File: src/rtl/reaction_pkg.sv
// Shared types and constants for the reaction-time game controller.
package reaction_pkg;

  // Controller states; the ST_ prefix keeps ST_GAP clear of the GAP parameter.
  typedef enum logic [2:0] {
    ST_IDLE    = 3'd0,
    ST_DELAY   = 3'd1,
    ST_ARMED   = 3'd2,
    ST_CAPTURE = 3'd3,
    ST_GAP     = 3'd4,
    ST_DONE    = 3'd5
  } state_e;

  // Result recorded for a miss or a false start.
  localparam logic [7:0] MISS_CODE = 8'hFF;

  // Feedback taps 8,6,5,4 (stage n is bit n-1): x^8 + x^6 + x^5 + x^4 + 1.
  localparam logic [7:0] LFSR_TAPS = 8'b1011_1000;

  // Default LFSR reset value; any nonzero value works.
  localparam logic [7:0] DEFAULT_SEED = 8'hA5;

  // Smaller of two 8-bit results.
  function automatic logic [7:0] min8(input logic [7:0] a, input logic [7:0] b);
    return (a < b) ? a : b;
  endfunction

endpackage

File: src/rtl/lfsr8.sv
// Free-running 8-bit Fibonacci LFSR used to randomise the pre-LED delay.
// A nonzero seed keeps it on the maximal-length cycle, so it never reaches zero.
module lfsr8
  import reaction_pkg::*;
(
  input  logic       clk,
  input  logic       rst,
  input  logic [7:0] seed,
  output logic [7:0] q
);

  logic [7:0] q_q;
  logic [7:0] q_d;
  logic       feedback;

  assign feedback = ^(q_q & LFSR_TAPS);
  assign q_d      = {q_q[6:0], feedback};

  // Shift register: load the seed on reset, otherwise advance every cycle.
  always_ff @(posedge clk) begin
    // NOTE: state registers use non-blocking assignments so every flop in
    // the design samples its inputs from the same pre-edge values.
    if (rst) begin
      q_q <= seed;
    end else begin
      q_q <= q_d;
    end
  end

  assign q = q_q;

endmodule

File: src/rtl/reaction_game_ctrl.sv
// Reaction-time game controller: random delay, LED window, result capture
// from an external timer, false-start and miss handling, and per-game
// last/best/average statistics.
module reaction_game_ctrl
  import reaction_pkg::*;
#(
  parameter int         ROUNDS    = 4,
  parameter int         DELAY_MIN = 16,
  parameter int         TIMEOUT   = 255,
  parameter int         GAP       = 4,
  parameter logic [7:0] SEED      = DEFAULT_SEED
) (
  input  logic                      clk,
  input  logic                      rst,
  input  logic                      start,
  input  logic                      button,
  input  logic [7:0]                time_in,
  output logic                      led_on,
  output logic                      busy,
  output logic [$clog2(ROUNDS)-1:0] round_idx,
  output logic [7:0]                last_time,
  output logic [7:0]                best_time,
  output logic [7:0]                avg_time,
  output logic                      foul,
  output logic                      done
);

  localparam int              RW          = $clog2(ROUNDS);
  localparam int              SW          = 8 + RW;
  localparam logic [8:0]      DELAY_BASE  = 9'(DELAY_MIN);
  localparam logic [8:0]      WINDOW_LAST = 9'(TIMEOUT - 1);
  localparam logic [8:0]      GAP_LOAD    = 9'(GAP - 1);
  localparam logic [RW-1:0]   LAST_ROUND  = RW'(ROUNDS - 1);

  // Elaboration-time parameter sanity checks.
  if ((ROUNDS < 2) || (ROUNDS > 8) || ((ROUNDS & (ROUNDS - 1)) != 0)) begin : g_bad_rounds
    $error("ROUNDS must be a power of two between 2 and 8");
  end
  if ((TIMEOUT < 2) || (TIMEOUT > 255)) begin : g_bad_timeout
    $error("TIMEOUT must be in 2..255");
  end
  if (GAP < 2) begin : g_bad_gap
    $error("GAP must be at least 2");
  end
  if (SEED == 8'h00) begin : g_bad_seed
    $error("SEED must be nonzero");
  end
  if ((DELAY_MIN < 0) || (DELAY_MIN > 256)) begin : g_bad_delay
    $error("DELAY_MIN must fit the 9-bit delay counter with the LFSR added");
  end

  state_e          state_q, state_d;
  logic [8:0]      cnt_q, cnt_d;        // delay countdown, window count-up, gap countdown
  logic [RW-1:0]   round_q, round_d;
  logic [7:0]      last_q, last_d;
  logic [7:0]      best_q, best_d;
  logic [7:0]      avg_q, avg_d;
  logic [SW-1:0]   sum_q, sum_d;        // wide enough for ROUNDS misses, cannot overflow
  logic            led_q, led_d;
  logic            foul_q, foul_d;
  logic            btn_prev_q;

  logic [7:0]      lfsr_q;
  logic [8:0]      delay_load;
  logic            btn_rise;
  logic            rec_valid;
  logic [7:0]      rec_val;
  logic            busy_c;
  logic            done_c;

  lfsr8 u_lfsr (
    .clk  (clk),
    .rst  (rst),
    .seed (SEED),
    .q    (lfsr_q)
  );

  assign delay_load = DELAY_BASE + {1'b0, lfsr_q};

  // A press is a fresh rising edge; a button already held does not count.
  assign btn_rise = button & ~btn_prev_q;

  // State and datapath registers with synchronous reset.
  always_ff @(posedge clk) begin
    if (rst) begin
      state_q    <= ST_IDLE;
      cnt_q      <= '0;
      round_q    <= '0;
      last_q     <= '0;
      best_q     <= MISS_CODE;
      avg_q      <= '0;
      sum_q      <= '0;
      led_q      <= 1'b0;
      foul_q     <= 1'b0;
      btn_prev_q <= 1'b0;
    end else begin
      state_q    <= state_d;
      cnt_q      <= cnt_d;
      round_q    <= round_d;
      last_q     <= last_d;
      best_q     <= best_d;
      avg_q      <= avg_d;
      sum_q      <= sum_d;
      led_q      <= led_d;
      foul_q     <= foul_d;
      btn_prev_q <= button;
    end
  end

  // Next-state, datapath updates and state-decoded outputs.
  always_comb begin
    // NOTE: every signal assigned here gets a default first, so no path
    // through the case statement can leave one unassigned and infer a latch.
    state_d   = state_q;
    cnt_d     = cnt_q;
    round_d   = round_q;
    last_d    = last_q;
    best_d    = best_q;
    avg_d     = avg_q;
    sum_d     = sum_q;
    led_d     = led_q;
    foul_d    = 1'b0;
    rec_valid = 1'b0;
    rec_val   = MISS_CODE;
    busy_c    = 1'b0;
    done_c    = 1'b0;

    case (state_q)
      ST_IDLE, ST_DONE: begin
        done_c = (state_q == ST_DONE);
        if (start) begin
          round_d = '0;
          sum_d   = '0;
          last_d  = '0;
          best_d  = MISS_CODE;
          cnt_d   = delay_load;
          state_d = ST_DELAY;
        end
      end

      ST_DELAY: begin
        busy_c = 1'b1;
        if (btn_rise) begin
          // False start: the LED stays dark for this round.
          foul_d    = 1'b1;
          rec_valid = 1'b1;
          cnt_d     = GAP_LOAD;
          state_d   = ST_GAP;
        end else if (cnt_q == '0) begin
          led_d   = 1'b1;
          cnt_d   = '0;
          state_d = ST_ARMED;
        end else begin
          cnt_d = cnt_q - 9'd1;
        end
      end

      ST_ARMED: begin
        busy_c = 1'b1;
        // A press wins over a timeout landing on the same cycle.
        if (btn_rise) begin
          led_d   = 1'b0;
          state_d = ST_CAPTURE;
        end else if (cnt_q == WINDOW_LAST) begin
          led_d     = 1'b0;
          rec_valid = 1'b1;
          cnt_d     = GAP_LOAD;
          state_d   = ST_GAP;
        end else begin
          cnt_d = cnt_q + 9'd1;
        end
      end

      ST_CAPTURE: begin
        // The timer stopped when the LED dropped; its output is now stable.
        busy_c    = 1'b1;
        rec_valid = 1'b1;
        rec_val   = time_in;
        cnt_d     = GAP_LOAD;
        state_d   = ST_GAP;
      end

      ST_GAP: begin
        busy_c = 1'b1;
        if (cnt_q == '0) begin
          if (round_q == LAST_ROUND) begin
            avg_d   = 8'(sum_q >> RW);
            state_d = ST_DONE;
          end else begin
            round_d = round_q + RW'(1);
            cnt_d   = delay_load;
            state_d = ST_DELAY;
          end
        end else begin
          cnt_d = cnt_q - 9'd1;
        end
      end

      default: begin
        state_d = ST_IDLE;
        led_d   = 1'b0;
      end
    endcase

    if (rec_valid) begin
      last_d = rec_val;
      sum_d  = sum_q + SW'(rec_val);
      best_d = min8(best_q, rec_val);
    end
  end

  assign led_on    = led_q;
  assign busy      = busy_c;
  assign done      = done_c;
  assign foul      = foul_q;
  assign round_idx = round_q;
  assign last_time = last_q;
  assign best_time = best_q;
  assign avg_time  = avg_q;

endmodule

File: config.mk
export PLATFORM = sky130hd
export DESIGN_NAME = reaction_game_ctrl
export DESIGN_NICKNAME = d
export VERILOG_FILES = /design/src/rtl/reaction_pkg.sv /design/src/rtl/lfsr8.sv /design/src/rtl/reaction_game_ctrl.sv
export SDC_FILE = /design/constraint.sdc
export NUM_CORES = 1
export LEC_CHECK = 0
export CORE_ASPECT_RATIO = 0.6
export CORE_MARGIN = 2
export CORE_UTILIZATION = 51
export DETAILED_ROUTE_END_ITERATION = 16
export PLACE_DENSITY = 0.77
export SKIP_CTS_REPAIR_TIMING = 1
export SLEW_MARGIN = 10
export SYNTH_ARGS = -nofsm -noshare
export SYNTH_HDL_FRONTEND = slang
export SYNTH_SLANG_ARGS = --single-unit
File: constraint.sdc
create_clock -name clk -period 2.8 [get_ports clk]
set_clock_uncertainty 0.15 [all_clocks]
set_input_delay 0.42 -clock clk [delete_from_list [all_inputs] [get_ports clk]]
set_output_delay 0.42 -clock clk [all_outputs]
set_load 0.05 [all_outputs]
# Word level (Yosys, flattened, before mapping)

Cells that the tools add are included.

Add/sub/neg operators: 5
Order comparisons: 1
Eq/ne operators: 17
Muxes and demuxes: 42
Bitwise gates (word level): 4
Reductions and logical operators: 18

Operators by type and width:

| operator                                                              | number |
|---|---|
| 8-bit 2-to-1 mux                                                      | 8 |
| 9-bit 2-to-1 mux                                                      | 7 |
| 9-bit one-hot mux with 5 select lines                                 | 1 |
| 10-bit 2-to-1 mux                                                     | 3 |
| 3-bit 2-to-1 mux                                                      | 7 |
| 4-bit AND reduction                                                   | 4 |
| 3-bit one-hot mux with 5 select lines                                 | 1 |
| 2-bit inequality test, second input constant                          | 7 |
| 10-bit by 8-bit adder with 10-bit output                              | 1 |
| 5-bit by 8-bit adder with 9-bit output, first input constant          | 1 |
| 9-bit by 1-bit adder with 9-bit output, second input constant         | 1 |
| 9-bit by 8-bit equality test with 1-bit output, second input constant | 1 |
| 9-bit logical NOT                                                     | 1 |
| 1-bit 2-to-1 mux                                                      | 9 |
| 3-bit inequality test, second input constant                          | 3 |
| 9-bit by 1-bit subtractor with 9-bit output, second input constant    | 1 |
| 8-bit less-than comparator                                            | 1 |
| 4-bit OR reduction                                                    | 2 |
| 8-bit XOR reduction                                                   | 1 |
| 3-bit by 2-bit equality test with 1-bit output, second input constant | 2 |
| 3-bit equality test, second input constant                            | 2 |
| 2-bit 2-to-1 mux                                                      | 3 |
| 1-bit one-hot mux with 3 select lines                                 | 2 |
| 3-bit AND reduction                                                   | 2 |
| 11 further kinds                                                      | 16 |

Register bits after elaboration: 59
Bits of input ports: 12
Output and inout port bits: 30

# Logic depth before layout (Yosys ltp)

Depth after elaboration: 6
Gate-level depth with buffers: 12
Depth with buffers taken out: 11

# Modules after synthesis

Synthesis repeated with hierarchy kept, for this count alone.

Cell total of the unflattened synthesis: 438
Area, all modules: 3,643.5 µm²

Modules (own cells, without submodules):

| module             | times used | cells each | area an instance (µm²) | sequential area each (µm²) |
|---|---|---|---|---|
| reaction_game_ctrl | 1          | 417        | 3,364.5                | 1,021.0 |
| lfsr8              | 1          | 21         | 279.0                  | 160.2 |

# Least setup slack after synthesis

Ideal clock, no wire load.

Path type: register -> register
Start point: register state_q[0]
End point: register sum_q[8]
Arrival time: 2.884 ns
Data required time: 2.585 ns
Setup slack: -0.299 ns
Cell stages (with the launch flop): 13
Buffers on the path: 1
Clock period less this slack: 3.099 ns
Cell sequence: dfxtp_1 > clkbuf_1 > nor2b_1 > nand2_1 > nor2_1 > inv_1 > fa_1 > a211oi_1 > nor2_1 > o31ai_1 > a211oi_2 > mux2_1 > nor2_1

Word-level cells in the longest chain between the ends: 4
Elaborated cells between the ends (all ways): 13
Those cells by class: add/sub: 1; eq/ne: 4; mux: 3; reduce/logical: 5

RTL lines:

| what                                                                                  | RTL line                  | source |
|---|---|---|
| start: declaration                                                                    | reaction_game_ctrl.sv:52  | `state_e state_q, state_d;` |
| start signal: assignment                                                              | reaction_game_ctrl.sv:97  | `state_q <= state_d;` |
| 3-bit by 2-bit equality test with 1-bit output, or another cell as far along          | reaction_game_ctrl.sv:128 | `case (state_q)` |
| 8-bit 2-to-1 mux, or another cell as far along                                        | reaction_game_ctrl.sv:128 |  |
| 10-bit by 8-bit adder with 10-bit output / 2-bit nonzero test (equally long branches) | -                         |  |
| 10-bit 2-to-1 mux / 2-bit AND reduction (equally long branches)                       | -                         |  |
| end signal: assignment                                                                | reaction_game_ctrl.sv:103 | `sum_q <= sum_d;` |
| end: declaration                                                                      | reaction_game_ctrl.sv:58  | `logic [SW-1:0] sum_q, sum_d;` |

Several ways; a longest one is shown, not always the timed one.
A chain may end at the register's enable or synchronous reset.

# Final worst setup path

Start point: register state_q[0]
End point: register best_q[5], in the netlist best_time[5]

Word-level cells in the longest chain between the ends: 5
Elaborated cells between the ends (all ways): 15
Those cells by class: order compare: 1; eq/ne: 5; mux: 4; reduce/logical: 5

RTL lines:

| what                                           | RTL line                  | source |
|---|---|---|
| 3-bit by 2-bit equality test with 1-bit output | reaction_game_ctrl.sv:128 |  |
| 8-bit 2-to-1 mux                               | reaction_game_ctrl.sv:128 |  |
| 8-bit less-than comparator                     | reaction_pkg.sv:25        | `return (a < b) ? a : b;` |
| 2-bit inequality test (no source line)         | -                         |  |
| 3-bit AND reduction (no source line)           | -                         |  |
| end signal: assignment                         | reaction_game_ctrl.sv:101 | `best_q <= best_d;` |
| end: declaration                               | reaction_game_ctrl.sv:56  | `logic [7:0] best_q, best_d;` |

Several ways; a longest one is shown, not always the timed one. The select of a mux whose other input is x is not followed.

==> impl_results.md <==
* R2R Setup Slk at 80 ps
* Total nets after synthesis at 471
* Total CTS buffers at 9
* MaxCap Viol Count at 0
* Hold Fails Final Rpt at 0
* Status: finished clean
* Vias in the first global route at between 3000 and 4000
* PortBufs at between 40 and 50
* YS warnings at 0
* Met3 wire len at 1310 um
* Crit share post-route at 0.971
* Final instance area at 4630 um^2
* GPL Wtd Cong at around 0.94
* Critical path destination: best_time[5]$_SDFFE_PP1P_
* Mean Syn Cell Area at between 8 and 9 um^2
* Sequential share of power at 0.251
* VDD IR max at 0.528 mV
* Min Hold Slack at ~330 ps
* Synth async-reset ratio at 0
* CP max-delay cell: a2111o_1
* Power share of the clock group at 0.273
* DR top layer: met4
* Reg-to-reg endpoint: best_time[5]$_SDFFE_PP1P_
* Antenna-violating nets left at 0
* Main synth FF type: dfxtp_1
* Int Power at 0.00266 W
* Number of flops mapped to enable cells by yosys at 0
* Largest net degree at the start of global routing at 43
* Top Ports at 42
* #FFs+latches synth at 59
* Final setup vio count at 0
* CTS Buffer Depth at 2
* Switch share at 0.402
* Final core occ at 0.691
* Cells after Synth at 438
* Router iterations before antenna repair at 7
* Starting DRT DRC Count at 355
* CTS H-Tree Depth at 3
* DP Area at between 4000 and 5000 um^2
* Core Rows at 23
* Vert. Die Dim at 68.6 um
* Post-DP HPWL at 7570 um
* Req. time, crit path at 2870 ps
* N_diodes at 0
* Critical path origin: state_q[0]$_SDFFE_PP0P_
* CP peak stage delay at 460 ps
* CP startpoint kind: flop
* CP endpoint kind: flop
* DR DRC count at 0
* Power Dens Cells at 960 nW/um^2
* Initial antenna violation count at 0
* GRT Overall Usage at 0.280
* GR Overflow Total at 0
* First-pass GRT wire length at about 16000 um
* Leakage power at 1.86 nW
* CP Class: flop to flop
* # clock sinks at roughly 60
* Dominant cell type by count on the critical path: a21o_1
* Vias per std cell at roughly 6
* Layout cell share with drive strength beyond 1 at 0.176
* Crit-path cells: nor2b_4 > nand2_4 > nor2_2 > ha_1 > a21o_1 > a21o_1 > a2111o_1 > mux2_4 > o22ai_1 > nand2b_1
* Total power at approximately 0.0044 W
* Synth cell types at 68
* Setup ws final at roughly 80 ps
* Final WL at 10400 um
* Slew Viols, Final at 0
* CTS root buffer: clkbuf_16
* Met2 WL post-DR at 4110 um
* CTS tree: yes
* Slew at the pin closest to its max-slew limit at 738 ps
* Via count at 3560
* Area of the core at 6710 um^2
* Minimum clock period at roughly 2700 ps
* Setup Slack @ Placement at -242 ps
* Slew Limit Headroom at 0.508
* Reg2reg path depth at 10
* Die area at 7660 um^2
* Gate power share at 0.476
* Post-synthesis sequential area ratio at 0.333
* CP Data Arrival Time at 2790 ps
* Worst min-delay path category: flop to flop
* P_sw at between 0.0015 and 0.002 W
* Fin nets at 535
* Die width at 112 um
* Post-Syn Area at around 3500 um^2
* Worst Path Max Fanout at 8
* Area Overhead vs Synth at 30.5%
* Starting Density at 0.529
* Worst-Skew Late Latency at 340 ps
* Clock slew at reported path FFs at 60 ps
* FF-to-FF Start: state_q[0]$_SDFFE_PP0P_
* Fmax at 368 MHz
* Wire per inst at around 18 um
* DRT met1 WL at a little under 5000 um
## critical path, delay by kind of cell (launching register included)
kind | cells | cell delay [ps]
mux | 1 | 330
fa+ha+maj | 1 | 260
simple gates | 4 | 520
flops | 1 | 370
compound gates | 4 | 970
## cells by family after synthesis
family | Yosys count | share of synthesized area
buf+inv | 44 | 0.0554
fa+ha+maj | 21 | 0.0762
compound gates | 123 | 0.232
mux | 11 | 0.0317
xor+xnor | 8 | 0.0197
flops | 59 | 0.333
simple gates | 172 | 0.252
## per-stage QoR
| stage | setup TNS [ps] | instances |
|---|---|---|
| floorplan | 0 | 438 |
| global placement | -686 | 576 |
| detailed placement | -1080 | 576 |
| CTS | 0 | 592 |
| global route | -58.6 | 594 |
| finish | 0 | 594 |
## synth_stat cells, types with 2 or more instances
library cell	n	share of area
ha_1	20	0.071
buf_1	2	0.0021
or3_1	4	0.0071
dfxtp_1	59	0.33
a221oi_1	2	0.0049
buf_2	4	0.0056
a21o_1	8	0.017
o21ai_1	3	0.0042
nor3b_1	2	0.0042
mux2i_1	9	0.025
nand4_1	2	0.0035
xor2_1	2	0.0049
o31ai_1	4	0.0085
inv_1	17	0.018
nor3_1	9	0.013
nand2_1	25	0.026
or4_1	2	0.0042
o211ai_1	5	0.011
o32ai_1	2	0.0049
o21bai_1	2	0.0042
o22ai_1	8	0.014
clkbuf_1	17	0.018
and2_1	2	0.0035
nor4_1	2	0.0035
o21a_1	4	0.0085
nor2b_1	8	0.014
o21ai_0	17	0.024
o21ai_2	2	0.0049
xnor2_1	6	0.015
a211oi_2	2	0.0071
and3_1	3	0.0053
a221o_1	2	0.0056
nand3_1	14	0.020
nand3b_1	4	0.0085
a21oi_1	27	0.038
a31oi_1	14	0.025
nor3_2	2	0.0056
buf_6	3	0.0095
or2_2	4	0.0071
nor2_1	62	0.066
a211oi_1	8	0.017
nand2b_1	16	0.028
a311oi_1	3	0.0074
## sequential cells by signal, indices dropped and copies added, names as in the netlist, 2 cells and up
| name | count |
|---|---|
| avg_time | 8 |
| best_time | 8 |
| cnt_q | 9 |
| last_time | 8 |
| round_idx | 2 |
| state_q | 3 |
| sum_q | 10 |
| u_lfsr.q | 8 |
## metal layers
metal  up-vias  global-route usage
met3        11               0.110
li1       1720                   -
met1      1631               0.404
met5         -                   0
met2       198               0.392
met4         0              0.0571
## worst min path at each step
stage / slack, ps / startpoint / cells after the start / to
global placement: 310 / u_lfsr.q[2]$_SDFF_PP1_ / 1 / u_lfsr.q[3]$_SDFF_PP0_
finish: 330 / sum_q[9]$_SDFFE_PP0P_ / 1 / sum_q[9]$_SDFFE_PP0P_
CTS: 330 / sum_q[9]$_SDFFE_PP0P_ / 1 / sum_q[9]$_SDFFE_PP0P_
detailed placement: 320 / sum_q[9]$_SDFFE_PP0P_ / 1 / sum_q[9]$_SDFFE_PP0P_
floorplan: 270 / u_lfsr.q[1]$_SDFF_PP0_ / 1 / u_lfsr.q[2]$_SDFF_PP1_
global route: 340 / last_time[0]$_SDFFE_PP0P_ / 2 / last_time[0]$_SDFFE_PP0P_
## area by class of cell
cell class                 count  area (um^2)
fill                         539         2070
inverter                      17         63.8
tap                           87          109
clock buffer                  10          239
sequential                    59         1180
clock inverter                 6         88.8
multi-input combinational    335         2250
timing repair buffer          80          696
## power groups by stage
stage / Clock, W / Combinational, W / Sequential [W]
CTS: 0.00122 / 0.00200 / 0.00110
finish: 0.00121 / 0.00211 / 0.00111
detailed placement: 0 / 0.00198 / 0.00111
global placement: 0 / 0.00194 / 0.00111
global route: 0.00127 / 0.00231 / 0.00113
floorplan: 0 / 0.00136 / 0.00117
## cell usage in the layout, fill, tap and decap left out, types with 3 or more instances in the layout
cell	n
nand3_1	14
a211oi_2	4
nand3b_1	4
or2_2	4
o211ai_1	5
o21ai_0	16
clkbuf_16	9
xnor2_1	6
nand2_1	24
a21oi_1	26
and3_1	3
mux2i_1	9
o31ai_1	3
nor2_2	3
dfxtp_1	58
buf_4	40
a311oi_1	3
or3_1	4
a31oi_1	14
a21o_1	8
nor3_1	9
nor2b_1	7
o22ai_1	8
ha_1	19
o21a_1	4
nand2b_1	16
nor2_1	57
o21ai_1	4
inv_1	17
a211oi_1	6
clkdlybuf4s50_1	39
No activity file was read; power rests on OpenSTA's default activity.
